### config.mk
export PLATFORM = sky130hd
export DESIGN_NAME = pitch_gesture_detector
export DESIGN_NICKNAME = d
export VERILOG_FILES = /design/src/rtl/gesture_pkg.sv /design/src/rtl/pitch_gesture_detector.sv
export SDC_FILE = /design/constraint.sdc
export NUM_CORES = 1
export LEC_CHECK = 0
export CAP_MARGIN = 20
export CORE_UTILIZATION = 40
export DETAILED_ROUTE_END_ITERATION = 8
export GPL_TIMING_DRIVEN = 0
export HOLD_SLACK_MARGIN = 0.15
export PLACE_DENSITY = 0.71
export SYNTH_ARGS = -nofsm -noshare
export SYNTH_HDL_FRONTEND = slang
export SYNTH_SLANG_ARGS = --single-unit
### constraint.sdc
create_clock -name clk_in -period 2.6 [get_ports clk_in]
set_input_delay 0.65 -clock clk_in [delete_from_list [all_inputs] [get_ports clk_in]]
set_output_delay 0.65 -clock clk_in [all_outputs]
set_load 0.01 [all_outputs]
### src/rtl/gesture_pkg.sv
// Shared types for the pitch gesture detector: FSM state encoding and latched direction.
package gesture_pkg;

    typedef enum logic [2:0] {
        S_IDLE    = 3'd0,
        S_QUALIFY = 3'd1,
        S_HELD    = 3'd2,
        S_REPEAT  = 3'd3,
        S_HOLDOFF = 3'd4
    } gesture_state_t;

    typedef enum logic {
        DIR_UP   = 1'b0,
        DIR_DOWN = 1'b1
    } dir_t;

    function automatic int max_of4(input int a, input int b, input int c, input int d);
        int m;
        m = a;
        if (b > m) m = b;
        if (c > m) m = c;
        if (d > m) m = d;
        return m;
    endfunction

endpackage

### src/rtl/pitch_gesture_detector.sv
// Turns held high/low pitch flags into debounced up/down pulses with auto-repeat
// and a refractory holdoff after release. One shared counter times every phase.
module pitch_gesture_detector
    import gesture_pkg::*;
#(
    parameter int STABLE_CYCLES  = 100_000,
    parameter int REPEAT_DELAY   = 50_000_000,
    parameter int REPEAT_PERIOD  = 20_000_000,
    parameter int HOLDOFF_CYCLES = 10_000_000
) (
    input  logic       clk_in,
    input  logic       rst_in,
    input  logic       enable_in,
    input  logic       hi_in,
    input  logic       lo_in,
    output logic       up_pulse,
    output logic       down_pulse,
    output logic [2:0] state_out,
    output logic [7:0] event_count
);

    localparam int CNT_W = $clog2(max_of4(STABLE_CYCLES, REPEAT_DELAY,
                                          REPEAT_PERIOD, HOLDOFF_CYCLES)) + 1;

    localparam logic [CNT_W-1:0] STABLE_LAST  = CNT_W'(STABLE_CYCLES - 1);
    localparam logic [CNT_W-1:0] DELAY_LAST   = CNT_W'(REPEAT_DELAY - 1);
    localparam logic [CNT_W-1:0] PERIOD_LAST  = CNT_W'(REPEAT_PERIOD - 1);
    localparam logic [CNT_W-1:0] HOLDOFF_LAST = CNT_W'(HOLDOFF_CYCLES - 1);

    gesture_state_t   r_state, w_state_next;
    dir_t             r_dir, w_dir_next;
    logic [CNT_W-1:0] r_cnt, w_cnt_next;
    logic             r_up, r_down;
    logic [7:0]       r_events;

    logic w_sel, w_opp, w_release, w_emit;

    // Release is judged against the direction latched on entry to QUALIFY.
    assign w_sel     = (r_dir == DIR_UP) ? hi_in : lo_in;
    assign w_opp     = (r_dir == DIR_UP) ? lo_in : hi_in;
    assign w_release = !w_sel || w_opp;

    always_ff @(posedge clk_in or negedge rst_in) begin
        if (!rst_in) begin
            r_state  <= S_IDLE;
            r_dir    <= DIR_UP;
            r_cnt    <= '0;
            r_up     <= 1'b0;
            r_down   <= 1'b0;
            r_events <= 8'd0;
        end else begin
            r_state  <= w_state_next;
            r_dir    <= w_dir_next;
            r_cnt    <= w_cnt_next;
            r_up     <= w_emit && (r_dir == DIR_UP);
            r_down   <= w_emit && (r_dir == DIR_DOWN);
            r_events <= r_events + {7'd0, w_emit};
        end
    end

    always_comb begin
        w_state_next = r_state;
        w_dir_next   = r_dir;
        w_cnt_next   = r_cnt;
        w_emit       = 1'b0;

        if (!enable_in) begin
            w_state_next = S_IDLE;
            w_cnt_next   = '0;
        end else begin
            case (r_state)
                S_IDLE: begin
                    if (hi_in ^ lo_in) begin
                        w_dir_next   = hi_in ? DIR_UP : DIR_DOWN;
                        w_cnt_next   = CNT_W'(1);
                        w_state_next = S_QUALIFY;
                    end
                end
                S_QUALIFY: begin
                    if (w_release) begin
                        w_state_next = S_IDLE;
                        w_cnt_next   = '0;
                    end else if (r_cnt == STABLE_LAST) begin
                        w_emit       = 1'b1;
                        w_cnt_next   = '0;
                        w_state_next = S_HELD;
                    end else begin
                        w_cnt_next = r_cnt + CNT_W'(1);
                    end
                end
                S_HELD, S_REPEAT: begin
                    // Release is checked first so it beats a coincident repeat pulse.
                    if (w_release) begin
                        w_state_next = S_HOLDOFF;
                        w_cnt_next   = '0;
                    end else if (r_cnt == ((r_state == S_HELD) ? DELAY_LAST : PERIOD_LAST)) begin
                        w_emit       = 1'b1;
                        w_cnt_next   = '0;
                        w_state_next = S_REPEAT;
                    end else begin
                        w_cnt_next = r_cnt + CNT_W'(1);
                    end
                end
                S_HOLDOFF: begin
                    if (r_cnt == HOLDOFF_LAST) begin
                        w_state_next = S_IDLE;
                        w_cnt_next   = '0;
                    end else begin
                        w_cnt_next = r_cnt + CNT_W'(1);
                    end
                end
                default: begin
                    w_state_next = S_IDLE;
                    w_cnt_next   = '0;
                end
            endcase
        end
    end

    assign up_pulse    = r_up;
    assign down_pulse  = r_down;
    assign state_out   = r_state;
    assign event_count = r_events;

endmodule

# Yosys cells after proc, flatten, opt, wreduce, memory -nomap -nowiden
# Index checks and enable logic that the tools add are counted.
[word_totals] register_bits=41 wordCells=55 input_bits=5
[classes] eq_ne=11 reduce_logical=8 bitwise=2 add_sub_neg=2 muxes=26
[ops] operator="27-bit 2-to-1 mux" count=7
[ops] operator="27-bit one-hot mux with 4 select lines" count=1
[ops] operator="27-bit by 1-bit adder with 27-bit output, second input constant" count=1
[ops] operator="27-bit by 17-bit == test with 1-bit output, second input constant" count=1
[ops] operator="27-bit by 24-bit == test with 1-bit output, second input constant" count=1
[ops] operator="27-bit by 26-bit == test with 1-bit output" count=1
[ops] operator="26-bit 2-to-1 mux" count=1
[ops] operator="3-bit 2-to-1 mux" count=7
[ops] operator="3-bit one-hot mux with 4 select lines" count=1
[ops] operator="8-bit by 1-bit adder with 8-bit output" count=1
[ops] operator="1-bit 2-to-1 mux" count=8
[ops] operator="4-bit != test, second input constant" count=2
[ops] operator="3-bit by 2-bit == test with 1-bit output, second input constant" count=2
[ops] operator="3-bit != test, second input constant" count=2
[ops] operator="4-bit AND reduction" count=1
[ops] operator="3-bit by 1-bit == test with 1-bit output, second input constant" count=1
[ops] operator="3-bit == test, second input constant" count=1
[ops] operator="3-bit zero test" count=1
[ops] operator="3-bit AND reduction" count=1
[ops] operator="1-bit logical AND" count=2
[ops] operator="1-bit one-hot mux with 2 select lines" count=1
[ops] operator="2-bit OR reduction" count=1
[ops] operator="1-bit zero test" count=1
[ops] operator="1-bit logical OR" count=1
[ops] operator="2 further kinds" count=2

# Depth between registers and ports, before layout
# Gate-level depths: netlist of the first run.
[logic_depth] depth_word=8 depth_mapped=11 depth_no_buf=11

# Worst setup path before layout of the first run
# No wires, ideal clock.
[synth_path] kind="flip-flop to flip-flop" from="register r_state[0], in the netlist state_out[0]" to="register r_events[6], in the netlist event_count[6]" setup_slack_ns=0.002 path_stages_with_launch=12 required_time_ns=2.475 setup_time_ns=0.125 arrival_ns=2.473 cell_sequence="dfrtp_1 > buf_2 > nor3b_2 > nand4_1 > a2111oi_4 > a21oi_1 > nor3_1 > ha_1 > ha_1 > and3_1 > nand3_1 > xnor2_1"
[synth_between] elab_chain_cells=8 word_cells_on_any_way=11 cone_classes="add/sub: 1; eq/ne: 4; mux: 5; reduce/logical: 1"
[synth_lines] item="start: declaration" line_no="pitch_gesture_detector.sv:30" rtl="gesture_state_t r_state, w_state_next;"
[synth_lines] item="start signal: assignment" line_no="pitch_gesture_detector.sv:52" rtl="r_state <= w_state_next;"
[synth_lines] item="3-bit by 2-bit == test with 1-bit output" line_no="pitch_gesture_detector.sv:71, pitch_gesture_detector.sv:96"
[synth_lines] item="26-bit 2-to-1 mux" line_no="pitch_gesture_detector.sv:96" rtl="end else if (r_cnt == ((r_state == S_HELD) ? DELAY_LAST : PERIOD_LAST)) begin"
[synth_lines] item="27-bit by 26-bit == test with 1-bit output" line_no="pitch_gesture_detector.sv:96"
[synth_lines] item="1-bit 2-to-1 mux" line_no="pitch_gesture_detector.sv:96"
[synth_lines] item="1-bit 2-to-1 mux" line_no="pitch_gesture_detector.sv:93" rtl="if (w_release) begin"
[synth_lines] item="1-bit one-hot mux with 2 select lines *" line_no="pitch_gesture_detector.sv:71" rtl="case (r_state)"
[synth_lines] item="1-bit 2-to-1 mux *" line_no="pitch_gesture_detector.sv:67" rtl="if (!enable_in) begin"
[synth_lines] item="8-bit by 1-bit adder with 8-bit output *" line_no="pitch_gesture_detector.sv:57" rtl="r_events <= r_events + {7'd0, w_emit};"
[synth_lines] item="end signal: assignment" line_no="pitch_gesture_detector.sv:57"
[synth_lines] item="end: declaration" line_no="pitch_gesture_detector.sv:34" rtl="logic [7:0] r_events;"
# Mark *: on every way between the ends. The rest lies on a longest branch, timed or not.
# A chain may end at the register's enable or synchronous reset.

# Worst setup path after layout of the first run
[layout_path] from="register r_cnt[0]" to="register r_events[7], in the netlist event_count[7]"
[layout_between] elab_chain_cells=6 word_cells_on_any_way=9 cone_classes="add/sub: 1; eq/ne: 2; mux: 6"
[layout_lines] item="start: declaration" line_no="pitch_gesture_detector.sv:32" rtl="logic [CNT_W-1:0] r_cnt, w_cnt_next;"
[layout_lines] item="start signal: assignment" line_no="pitch_gesture_detector.sv:54" rtl="r_cnt <= w_cnt_next;"
[layout_lines] item="27-bit by 26-bit == test with 1-bit output / 27-bit by 17-bit == test with 1-bit output (equally long branches)" line_no="pitch_gesture_detector.sv:96, pitch_gesture_detector.sv:83"
[layout_lines] item="1-bit 2-to-1 mux, on equally long branches" line_no="pitch_gesture_detector.sv:96, pitch_gesture_detector.sv:83"
[layout_lines] item="1-bit 2-to-1 mux, on equally long branches" line_no="pitch_gesture_detector.sv:93, pitch_gesture_detector.sv:80"
[layout_lines] item="1-bit one-hot mux with 2 select lines *" line_no="pitch_gesture_detector.sv:71"
[layout_lines] item="1-bit 2-to-1 mux *" line_no="pitch_gesture_detector.sv:67"
[layout_lines] item="8-bit by 1-bit adder with 8-bit output *" line_no="pitch_gesture_detector.sv:57"
# Marks and branches as above.

==> run summary, run 1 <==
Routed vias/inst: 6.076
Core Region: 5956 um2
Cells after synthesis: 270
Worst rel slew slack: 59.78%
Post-Synth Simple-Gate Area: 29.85%
Worst Path Max Fanout: 5
CTS Sinks: 41
Initial DRC count: 231
WS Path Type: register to register
Max clock buf depth: 2
Clock Skew: 0.004604 ns
Setup TNS: 0 ns
Worst Path Required: 2.79 ns
Post-route cell area: 3187 um2
P_int: 0.0009272 W
Post-Synth Adder-Cell Area: 1.513%
Cts hold-fix bufs: 0
Seq/Total Area, Yosys: 41.35%
Main combinational cell family by area after synthesis: simple AND/OR/NAND/NOR gates
Ys Warns: 0
Path type of the worst min-delay path: input port to async pin
Post-synthesis compound-gate area fraction: 16.84%
Grt ovf: 0
DR vias: 2388
Worst path slowest cell: a2111oi_4
XOR/XNOR Fraction of Synth Area: 3.530%
Switch Pwr: 0.0003873 W
Critical Path End Type: register
Comb pwr share: 17.3%
Area grow syn2layout: 28.44%
WL per Instance: 17.00 um
Minimum clock period: 2.537 ns
Leakage: 1.204 nW
Initial Utilization: 41.66%
Place WS: -0.4063 ns
Clock Latency Late Sink: 0.30 ns
Unrepaired setup endpoints after global routing: yes
Total die area: 6522 um2
Crit path buf inv count: 1
Flops & latches, synth: 41
Pwr dens: 412.5 nW/um2
Syn Area/Cell: 9.189 um2
Crit path DAT: 2.73 ns
I/O pin cnt: 18
Sequential share of power: 50.5%
Clk pwr share: 32.2%
Critical-path cell list: ha_2 -> and4_4 -> o211ai_1 -> a2111oi_4 -> a21oi_2 -> nor3_4 -> ha_4 -> buf_4 -> and4_4 -> nand4_1 -> xnor2_1
Fill cell count: 536
FF+latch area: 1039 um2
HPWL Detailed: 4.358 mm
Most frequent CP cell: and4_4
Fin crit share: 97.56%
Multi-input gate area: 1433 um2
Mapped Nets: 278
Vias in the first global route: 2137
Nets: 325
Crit start category: register
Post-synth EDFFs: 0
CTS tree: yes
Switching share of power: 29.46%
Final setup fails: 0
Slack of the critical path: 0.06334 ns
Initial antenna violation count: 0
CTS HTree Levels: 2
Max Clk Rate: 394.2 MHz
Die width: 80.76 um
Number of buffers created by CTS: 5
Post-Syn Area: 2481 um2
Placed cell area: 2768 um2
Final hold violation count: 0
Max-Cap Viols: 0
Post-synthesis async set-or-reset flop share: 100.0%
Multiplexer share of the synthesized area: 1.210%
Routed wire length: 6.681 mm
CP top delay family: simple AND/OR/NAND/NOR gates
Port buffer count: 17
Die Y-Extent: 80.76 um
Power, Total: 0.001314 W
Distinct cells, synth: 55
Largest net degree at the start of global routing: 22
VDD IR-drop max: 259.9 uV
Synth Flop Type: dfrtp_1
Max-slew violations: 0
CTS root buf: clkbuf_8
First-pass GRT wire length: 10.49 mm
Ant diodes: 0
Cell row count: 28
Total track usage: 21.36%
Final hold slack: 0.3215 ns
RD Place Congestion: 0.8847
Max incr delay on CP: 0.37 ns
First-pass detailed-route iteration total: 4
DRC viols: 0
Worst-path clk slew: 0.09 ns
Slew @ Worst Pin: 0.6033 ns
DRT antenna net count: 0
Status: complete, no violations
Share of cells above drive strength 1: 26.10%
==> cells in the final DEF, fill, tap and decap left out, drive strengths merged, types with 10 or more instances in the layout <==
cell           synthesis  routed
o311ai                10      10
inv                   10      10
dfrtp                 41      41
nand4                 22      22
clkdlybuf4s50          0      14
nor2                  12      12
nand2                 35      35
nand3                 14      14
buf                   12      35
o21ai                 10      10
clkbuf                 8      14
==> registers in the layout (all words and copies together) (netlist names) <==
signal,count
state_out,3
up_pulse,1
event_count,8
down_pulse,1
r_cnt,27
r_dir,1
==> routing by layer <==
metal | routed length (um) | share of wire (%) | vias to the layer above | GRT usage (%)
met1 | 2901 | 43 | 1182 | 28.01
met4 | 125 | 1.9 | 0 | 7.679
met3 | 385 | 5.8 | 11 | 3.708
met2 | 3267 | 49 | 83 | 35.34
li1 | - | - | 1112 | -
met5 | 0 | 0 | - | 0
==> power by group through the flow <==
stage	clock, W	sequential (W)	combinational (W)
2_1_floorplan	0	0.000673	0.000110
3_3_place_gp	0	0.000673	0.000177
3_5_place_dp	0	0.000673	0.000186
4_1_cts	0.000429	0.000668	0.000199
5_1_grt	0.000459	0.000666	0.000247
6_report	0.000423	0.000664	0.000227
==> cell type report <==
| class | instances | area share (%) |
|---|---|---|
| multi-input combinational | 199 | 44.95 |
| tap | 75 | 2.945 |
| buffer | 15 | 2.827 |
| inverter | 10 | 1.178 |
| clock buffer | 5 | 2.159 |
| sequential | 41 | 32.59 |
| clock inverter | 3 | 0.5497 |
| timing repair buffer | 45 | 12.80 |
==> per-stage QoR <==
stage / util, % / std cells
4_1_cts: 50.71 / 384
2_1_floorplan: - / 270
6_report: 53.51 / 393
3_3_place_gp: 46.09 / 362
3_5_place_dp: 46.47 / 363
5_1_grt: 53.51 / 393
==> final timing paths <==
| kind | from | endpoint | slack, ns | cells past startpoint |
|---|---|---|---|---|
| max | r_cnt[0] | event_count[7] | 0.06 | 11 |
| min reg2reg | event_count[7] | event_count[7] | 0.47 | 1 |
| max in group asynchronous | rst_in | state_out[2] | 1.79 | 2 |
| min in group clk_in | event_count[7] | event_count[7] | 0.47 | 1 |
| max reg2reg | r_cnt[0] | event_count[7] | 0.06 | 11 |
| min | rst_in | r_cnt[26] | 0.32 | 1 |
==> kinds of logic (layout without fill, tap and decap cells) <==
group	after synthesis	after routing
AOI/OAI and AO/OA	54	54
xor gates and xnor gates	10	10
adders and majority gates	3	3
buffers and inverters	30	78
DFF	41	41
muxes	3	3
and+or+nand+nor	129	129
==> repair_timing <==
| action | in CTS | in global routing |
|---|---|---|
| buffers inserted | 17 | 10 |
| setup endpoints to repair | 16 | 28 |
| pin swaps | 10 | 7 |
| gates resized for setup | 20 | 25 |
==> synth_stat cells (2+ instances only) <==
| cell type | number | share of area [%] |
|---|---|---|
| o22ai_1 | 2 | 0.50 |
| nand3_1 | 14 | 2.8 |
| nand2_1 | 34 | 5.1 |
| or3_1 | 3 | 0.76 |
| ha_1 | 3 | 1.5 |
| o2111ai_1 | 3 | 1.1 |
| o311ai_0 | 9 | 3.2 |
| o2bb2ai_1 | 4 | 1.4 |
| a21oi_1 | 4 | 0.81 |
| and3_1 | 3 | 0.76 |
| nand4_1 | 22 | 5.5 |
| a22o_1 | 2 | 0.71 |
| nand2b_1 | 2 | 0.50 |
| buf_4 | 3 | 0.91 |
| nor4bb_1 | 3 | 1.2 |
| inv_1 | 10 | 1.5 |
| o211ai_1 | 5 | 1.5 |
| nor3_1 | 5 | 1.0 |
| xor2_1 | 3 | 1.1 |
| and4_1 | 5 | 1.8 |
| buf_2 | 7 | 1.4 |
| mux2i_1 | 3 | 1.2 |
| nor4b_2 | 2 | 1.2 |
| a31oi_1 | 8 | 2.0 |
| xnor2_1 | 7 | 2.5 |
| nor4_1 | 3 | 0.76 |
| clkbuf_1 | 7 | 1.1 |
| nor2_1 | 12 | 1.8 |
| and2_1 | 6 | 1.5 |
| nor2b_1 | 2 | 0.50 |
| o21ai_0 | 10 | 2.0 |
| dfrtp_1 | 41 | 41 |
(Power assumes the default switching activity.)
==> run 2, diff against run 1 <==
- CORE_ASPECT_RATIO: not set -> 0.7
- PLACE_DENSITY: 0.71 -> 0.69
- REMOVE_ABC_BUFFERS: not set -> 1
- clock period: 2.6 -> 2.59 ns (I/O delays scaled with it)
==> run summary, run 2 (synthesis results as in run 1) <==
Status: finished with violations
Violated checks: setup timing
Path type of the worst min-delay path: register to register
WS Path Type: register to register
HP Start: event_count[7]
Total track usage: 23.43% (+2.1 points)
Max clock buf depth: 2 (unchanged)
Critical Path End Type: register
Commonest non-fill, non-tap cells in the layout: nand2_1, dfrtp_1, buf_4
Commonest non-fill, non-tap cell in the layout: nand2_1
Setup TNS: -0.3155 ns (-0.3155 ns)
Crit path DAT: 2.84 ns (+0.11 ns)
Max layer used: met4
Max Clk Rate: 379.2 MHz (-3.8%)
Vias in the first global route: 2191 (+2.5%)
HPWL Detailed: 4.150 mm (-4.8%)
Final setup fails: 10 (+10)
Minimum clock period: 2.637 ns (+0.1003 ns)
Initial antenna violation count: 0 (unchanged)
Routed vias/inst: 6.352 (+4.5%)
Final core occ: 55.64% (+2.1 points)
RD Place Congestion: 0.7847 (-11%)
WL per Instance: 19.14 um (+13%)
Place WS: -1.000 ns (-0.5938 ns)
Clock Latency Late Sink: 0.30 ns (about the same)
DRT antenna net count: 0 (unchanged)
Max-Cap Viols: 0 (unchanged)
Fill cell count: 493 (-8.0%)
Final hold violation count: 0 (unchanged)
Power, Total: 0.001352 W (+2.9%)
Unrepaired setup endpoints after global routing: yes
Met2 WL: 3.306 mm (+1.2%)
Hold path depth: 1
CTS root buf: clkbuf_8
Worst R2R Start: r_cnt[19]
Die Y-Extent: 67.90 um (-16%)
Length of routed wiring on met1: 3.354 mm (+16%)
Initial DRC count: 271 (+17%)
CTS tree: yes
First-pass GRT wire length: 11.40 mm (+8.6%)
Initial Utilization: 42.47% (+0.81 points)
CTS HTree Levels: 2 (unchanged)
Largest register FFs: 27 (unchanged)
VDD IR-drop max: 183.9 uV (-29%)
Reg-to-reg endpoint: event_count[6]
Nets: 318 (-2.2%)
Slew @ Worst Pin: 0.5237 ns (-0.07956 ns)
Max-slew violations: 0 (unchanged)
Total die area: 6527 um2 (about the same)
Routed wire length: 7.387 mm (+11%)
Grt ovf: 0 (unchanged)
FF+latch area: 1042 um2 (+0.36%)
Core Region: 5842 um2 (-1.9%)
Largest Register: r_cnt
CTS Sinks: 41 (unchanged)
Worst Path Max Fanout: 5 (unchanged)
Worst rel slew slack: 65.05% (+5.3 points)
Number of buffers created by CTS: 5 (unchanged)
DR vias: 2452 (+2.7%)
Worst-path clk slew: 0.09 ns (about the same)
Largest net degree at the start of global routing: 40 (+82%)
DRC viols: 0 (unchanged)
Worst Hold End: event_count[7]
Leakage: 1.184 nW (-1.7%)
Non-filler cells, final: 386 (-1.8%)
R2R Setup Slk: -0.05 ns (-0.11 ns)
First-pass detailed-route iteration total: 4 (unchanged)
Cell row count: 23 (-18%)
Die width: 96.14 um (+19%)
Worst R2R Path Depth: 11 (unchanged)
Inst Count DP: 344 (-5.2%)
Worst Path Required: 2.79 ns (about the same)
Slack of the critical path: -0.04694 ns (-0.1103 ns)
Clock Skew: 0.01006 ns (+0.005459 ns)
Share of cells above drive strength 1: 27.33% (+1.2 points)
Crit start category: register
Ant diodes: 0 (unchanged)
WL met3: 606 um (+57%)
Fin crit share: 101.8% (+4.2 points)
Area grow syn2layout: 31.01%
Multi-input gate area: 1496 um2 (+4.5%)
Port buffer count: 17 (unchanged)
Pwr dens: 416.0 nW/um2 (+0.85%)
I/O pin cnt: 18 (unchanged)
run 2: changes by cell type in the layout (fill, tap and decap cells not counted), moves of 2 or more:
cell and delta:
o311ai_0 -8, clkinv_2 -2, clkbuf_2 -3, dfrtp_2 +3, clkbuf_1 -4, buf_12 +2, buf_6 -2, o311ai_1 +7
dfrtp_1 -3
run 2: stage by stage:
stage | hold slack (ns) | instance area, um2
2_1_floorplan | 0.3519 | 2377
3_3_place_gp | 0.4617 | 2641
3_5_place_dp | 0.4565 | 2674
4_1_cts | 0.4837 | 2992
5_1_grt | 0.5194 | 3251
6_report | 0.4836 | 3251
run 2: how the worst max path moves through the flow:
stage,startpoint,endpoint,slack [ns],cells after the start
4_1_cts,r_cnt[19],event_count[6],-0.11,10
6_report,r_cnt[19],event_count[6],-0.05,11
3_5_place_dp,hi_in,r_cnt[22],-1.00,7
3_3_place_gp,hi_in,r_cnt[14],-0.91,7
2_1_floorplan,state_out[1],event_count[6],0.003,10
5_1_grt,r_cnt[19],event_count[7],-0.14,9
run 2: report_power, final:
group	total (W)	leakage, nW	switching, W	internal [W]
clock	0.000431	0.0374	0.000241	0.000190
combinational	0.000248	0.601	0.000142	0.000106
sequential	0.000673	0.545	0.0000206	0.000652
total	0.00135	1.18	0.000404	0.000948
run 2: timing repair:
action | CTS | global route
resized for setup | 31 | 23
pin swaps | 11 | 10
cloned | 1 | 0
endpoints found under the setup margin | 35 | 32
hold buffers | 1 | 0
buffers inserted | 15 | 16
hold endpoints to repair | 2 | 0
run 2: cell type report:
cell class                 count  area share [%]
timing repair buffer          52           15.17
sequential                    41           32.06
clock buffer                   6           2.232
multi-input combinational    200           46.04
tap                           75           2.887
inverter                      10           1.155
clock inverter                 2          0.4619
run 2: layer usage:
metal	vias to the layer above	track usage (%)
li1	1102	-
met1	1217	33.80
met2	116	35.64
met3	17	5.333
met4	0	5.410
met5	-	0
run 2: worst max-delay path, stage by stage, from the launching register on:
cell       delay, ns
dfrtp_2         0.42
buf_6           0.13
and4bb_1        0.19
nand4_1         0.17
a2111oi_4       0.51
a21oi_2         0.15
nor3_4          0.22
ha_4            0.20
ha_4            0.13
and3_4          0.19
nand3_4         0.08
xnor2_2         0.14
==> run 3, diff against run 2 <==
- CAP_MARGIN: 20 -> not set
- SLEW_MARGIN: not set -> 20
==> run summary, run 3 (synthesis results as in run 1) <==
Total die area: 6527 um2 (unchanged)
Commonest non-fill, non-tap cells in the layout: nand2_1, dfrtp_1, buf_4
WL per Instance: 18.66 um (-2.5%)
Most frequent CP cell: ha_4
Core Region: 5842 um2 (unchanged)
Clk pwr share: 31.7% (-0.2 points)
Final hold violation count: 0 (unchanged)
Reg-to-reg endpoint: event_count[6]
Worst R2R Start: r_cnt[23]
RD Place Congestion: 0.7847 (unchanged)
Grt ovf: 0 (unchanged)
Placed cell area: 2664 um2 (-0.37%)
Initial antenna violation count: 0 (unchanged)
DRC viols: 0 (unchanged)
Slack of the critical path: -0.007381 ns (+0.03955 ns)
Path type of the worst min-delay path: input port to async pin
Share of cells above drive strength 1: 26.47% (-0.86 points)
Final core occ: 55.19% (-0.45 points)
Clock Latency Late Sink: 0.31 ns (about the same)
Clock Skew: 0.01331 ns (+0.003250 ns)
Routed wire length: 7.111 mm (-3.7%)
Comb pwr share: 19.2% (+0.9 points)
Crit start category: input port
Pwr dens: 423.5 nW/um2 (+1.8%)
Worst path slowest cell: clkdlybuf4s50_1
Largest net degree at the start of global routing: 32 (-20%)
First-pass detailed-route iteration total: 5 (+1)
CP top delay family: simple AND/OR/NAND/NOR gates
Final setup fails: 2 (-8)
Crit path buf inv count: 1 (unchanged)
Max Clk Rate: 385.0 MHz (+1.5%)
Max-slew violations: 0 (unchanged)
Max clock buf depth: 2 (unchanged)
CTS root buf: clkbuf_8
Fin crit share: 100.3% (-1.5 points)
DRT antenna net count: 0 (unchanged)
Routed vias/inst: 6.249 (-1.6%)
CTS HTree Levels: 2 (unchanged)
Worst-path clk slew: 0.09 ns (about the same)
Post-route cell area: 3224 um2 (-0.81%)
Critical-path cell list: clkdlybuf4s50_1 -> or3b_4 -> and2_2 -> nor3_4 -> ha_4 -> ha_4 -> and3_4 -> nand3_2 -> xnor2_1
Worst rel slew slack: 53.22% (-12 points)
HPWL Detailed: 4.174 mm (+0.59%)
Initial Utilization: 42.47% (unchanged)
I/O pin cnt: 18 (unchanged)
Total track usage: 22.28% (-1.1 points)
Vias in the first global route: 2114 (-3.5%)
Levels on crit path: 9 (-2)
Port buffer count: 17 (unchanged)
Cts hold-fix bufs: 0 (-1)
Minimum clock period: 2.597 ns (-0.03955 ns)
Max-Cap Viols: 0 (unchanged)
Largest Register: r_cnt
WS Path Type: input port to register
Initial DRC count: 185 (-32%)
Violated checks: setup timing
Crit path DAT: 2.80 ns (-0.04 ns)
Worst Path Required: 2.79 ns (about the same)
Leakage: 1.157 nW (-2.2%)
VDD IR-drop max: 196.7 uV (+7.0%)
Die Y-Extent: 67.90 um (unchanged)
CTS Sinks: 41 (unchanged)
Number of buffers created by CTS: 5 (unchanged)
P_int: 0.0009542 W (+0.65%)
Nets: 313 (-1.6%)
Critical Path End Type: register
First-pass GRT wire length: 10.91 mm (-4.3%)
Sequential share of power: 49.2% (-0.5 points)
Largest register FFs: 27 (unchanged)
Cell row count: 23 (unchanged)
Switch Pwr: 0.0004113 W (+1.7%)
Unrepaired setup endpoints after global routing: yes
Worst Path Max Fanout: 5 (unchanged)
Worst R2R Path Depth: 10 (-1)
R2R Setup Slk: 0 ns (+0.05 ns)
DR vias: 2381 (-2.9%)
Area grow syn2layout: 29.95%
Commonest non-fill, non-tap cell in the layout: nand2_1
Switching share of power: 30.12% (+0.23 points)
Slew @ Worst Pin: 0.7000 ns (+0.1763 ns)
Max incr delay on CP: 0.49 ns (-0.02 ns)
Ant diodes: 0 (unchanged)
CTS tree: yes
Status: finished with violations
Final hold slack: 0.2101 ns (-0.2735 ns)
Die width: 96.14 um (unchanged)
-- run 3: area by class of cell --
class                           instances  area, um2
Fill cell                             502       2618
Sequential cell                        41       1041
Multi-Input combinational cell        200       1506
Tap cell                               75      93.84
Clock inverter                          2      15.01
Clock buffer                            6      72.57
Timing Repair Buffer                   47      457.9
Inverter                               10      37.54
-- run 3: metal layers --
layer | track usage [%] | vias to the layer above | wire length, um
met5 | 0 | - | 0
met4 | 6.716 | 0 | 131
met3 | 4.778 | 14 | 456
met2 | 32.98 | 101 | 3105
met1 | 32.43 | 1183 | 3418
li1 | - | 1083 | -
-- run 3: what timing repair did --
item / 4_1_cts / 5_1_grt
resized for setup: 36 / 20
cloned: 1 / 1
pin swaps: 12 / 9
buffers inserted: 10 / 17
setup endpoints to repair: 35 / 29
-- run 3: worst reg2reg max path, delay by kind of cell (launching register included) --
kind	cells	cell delay, ns
AO/OA/AOI/OAI	2	0.58
XOR/XNOR	1	0.12
adder cells (fa/ha/maj)	2	0.34
flip-flops	1	0.45
AND/OR/NAND/NOR	5	1.01
-- run 3: how the worst max path moves through the flow --
stage | startpoint | endpoint | slack, ns
after global routing | r_cnt[23] | event_count[6] | -0.11
final | lo_in | event_count[6] | -0.007
after detailed placement | hi_in | r_cnt[11] | -1.02
after global placement | hi_in | r_cnt[14] | -0.91
after floorplan | state_out[1] | event_count[6] | 0.003
after CTS | r_cnt[23] | event_count[6] | -0.12
-- run 3: power groups by stage --
| stage | sequential, W | combinational, W | clock [W] |
|---|---|---|---|
| 2_1_floorplan | 0.000682 | 0.0000890 | 0 |
| 3_3_place_gp | 0.000685 | 0.000150 | 0 |
| 3_5_place_dp | 0.000685 | 0.000159 | 0 |
| 4_1_cts | 0.000672 | 0.000190 | 0.000434 |
| 5_1_grt | 0.000673 | 0.000283 | 0.000466 |
| 6_report | 0.000671 | 0.000262 | 0.000432 |
-- run 3: stage by stage --
step	TNS, ns	worst slack (ns)	total power, W	std cells
2_1_floorplan	0	0.002589	0.0007710	250
3_3_place_gp	-35.61	-0.9147	0.0008355	342
3_5_place_dp	-22.72	-1.020	0.0008439	343
4_1_cts	-0.9627	-0.1174	0.001297	362
5_1_grt	-0.3494	-0.1110	0.001422	381
6_report	-0.009331	-0.007381	0.001365	381
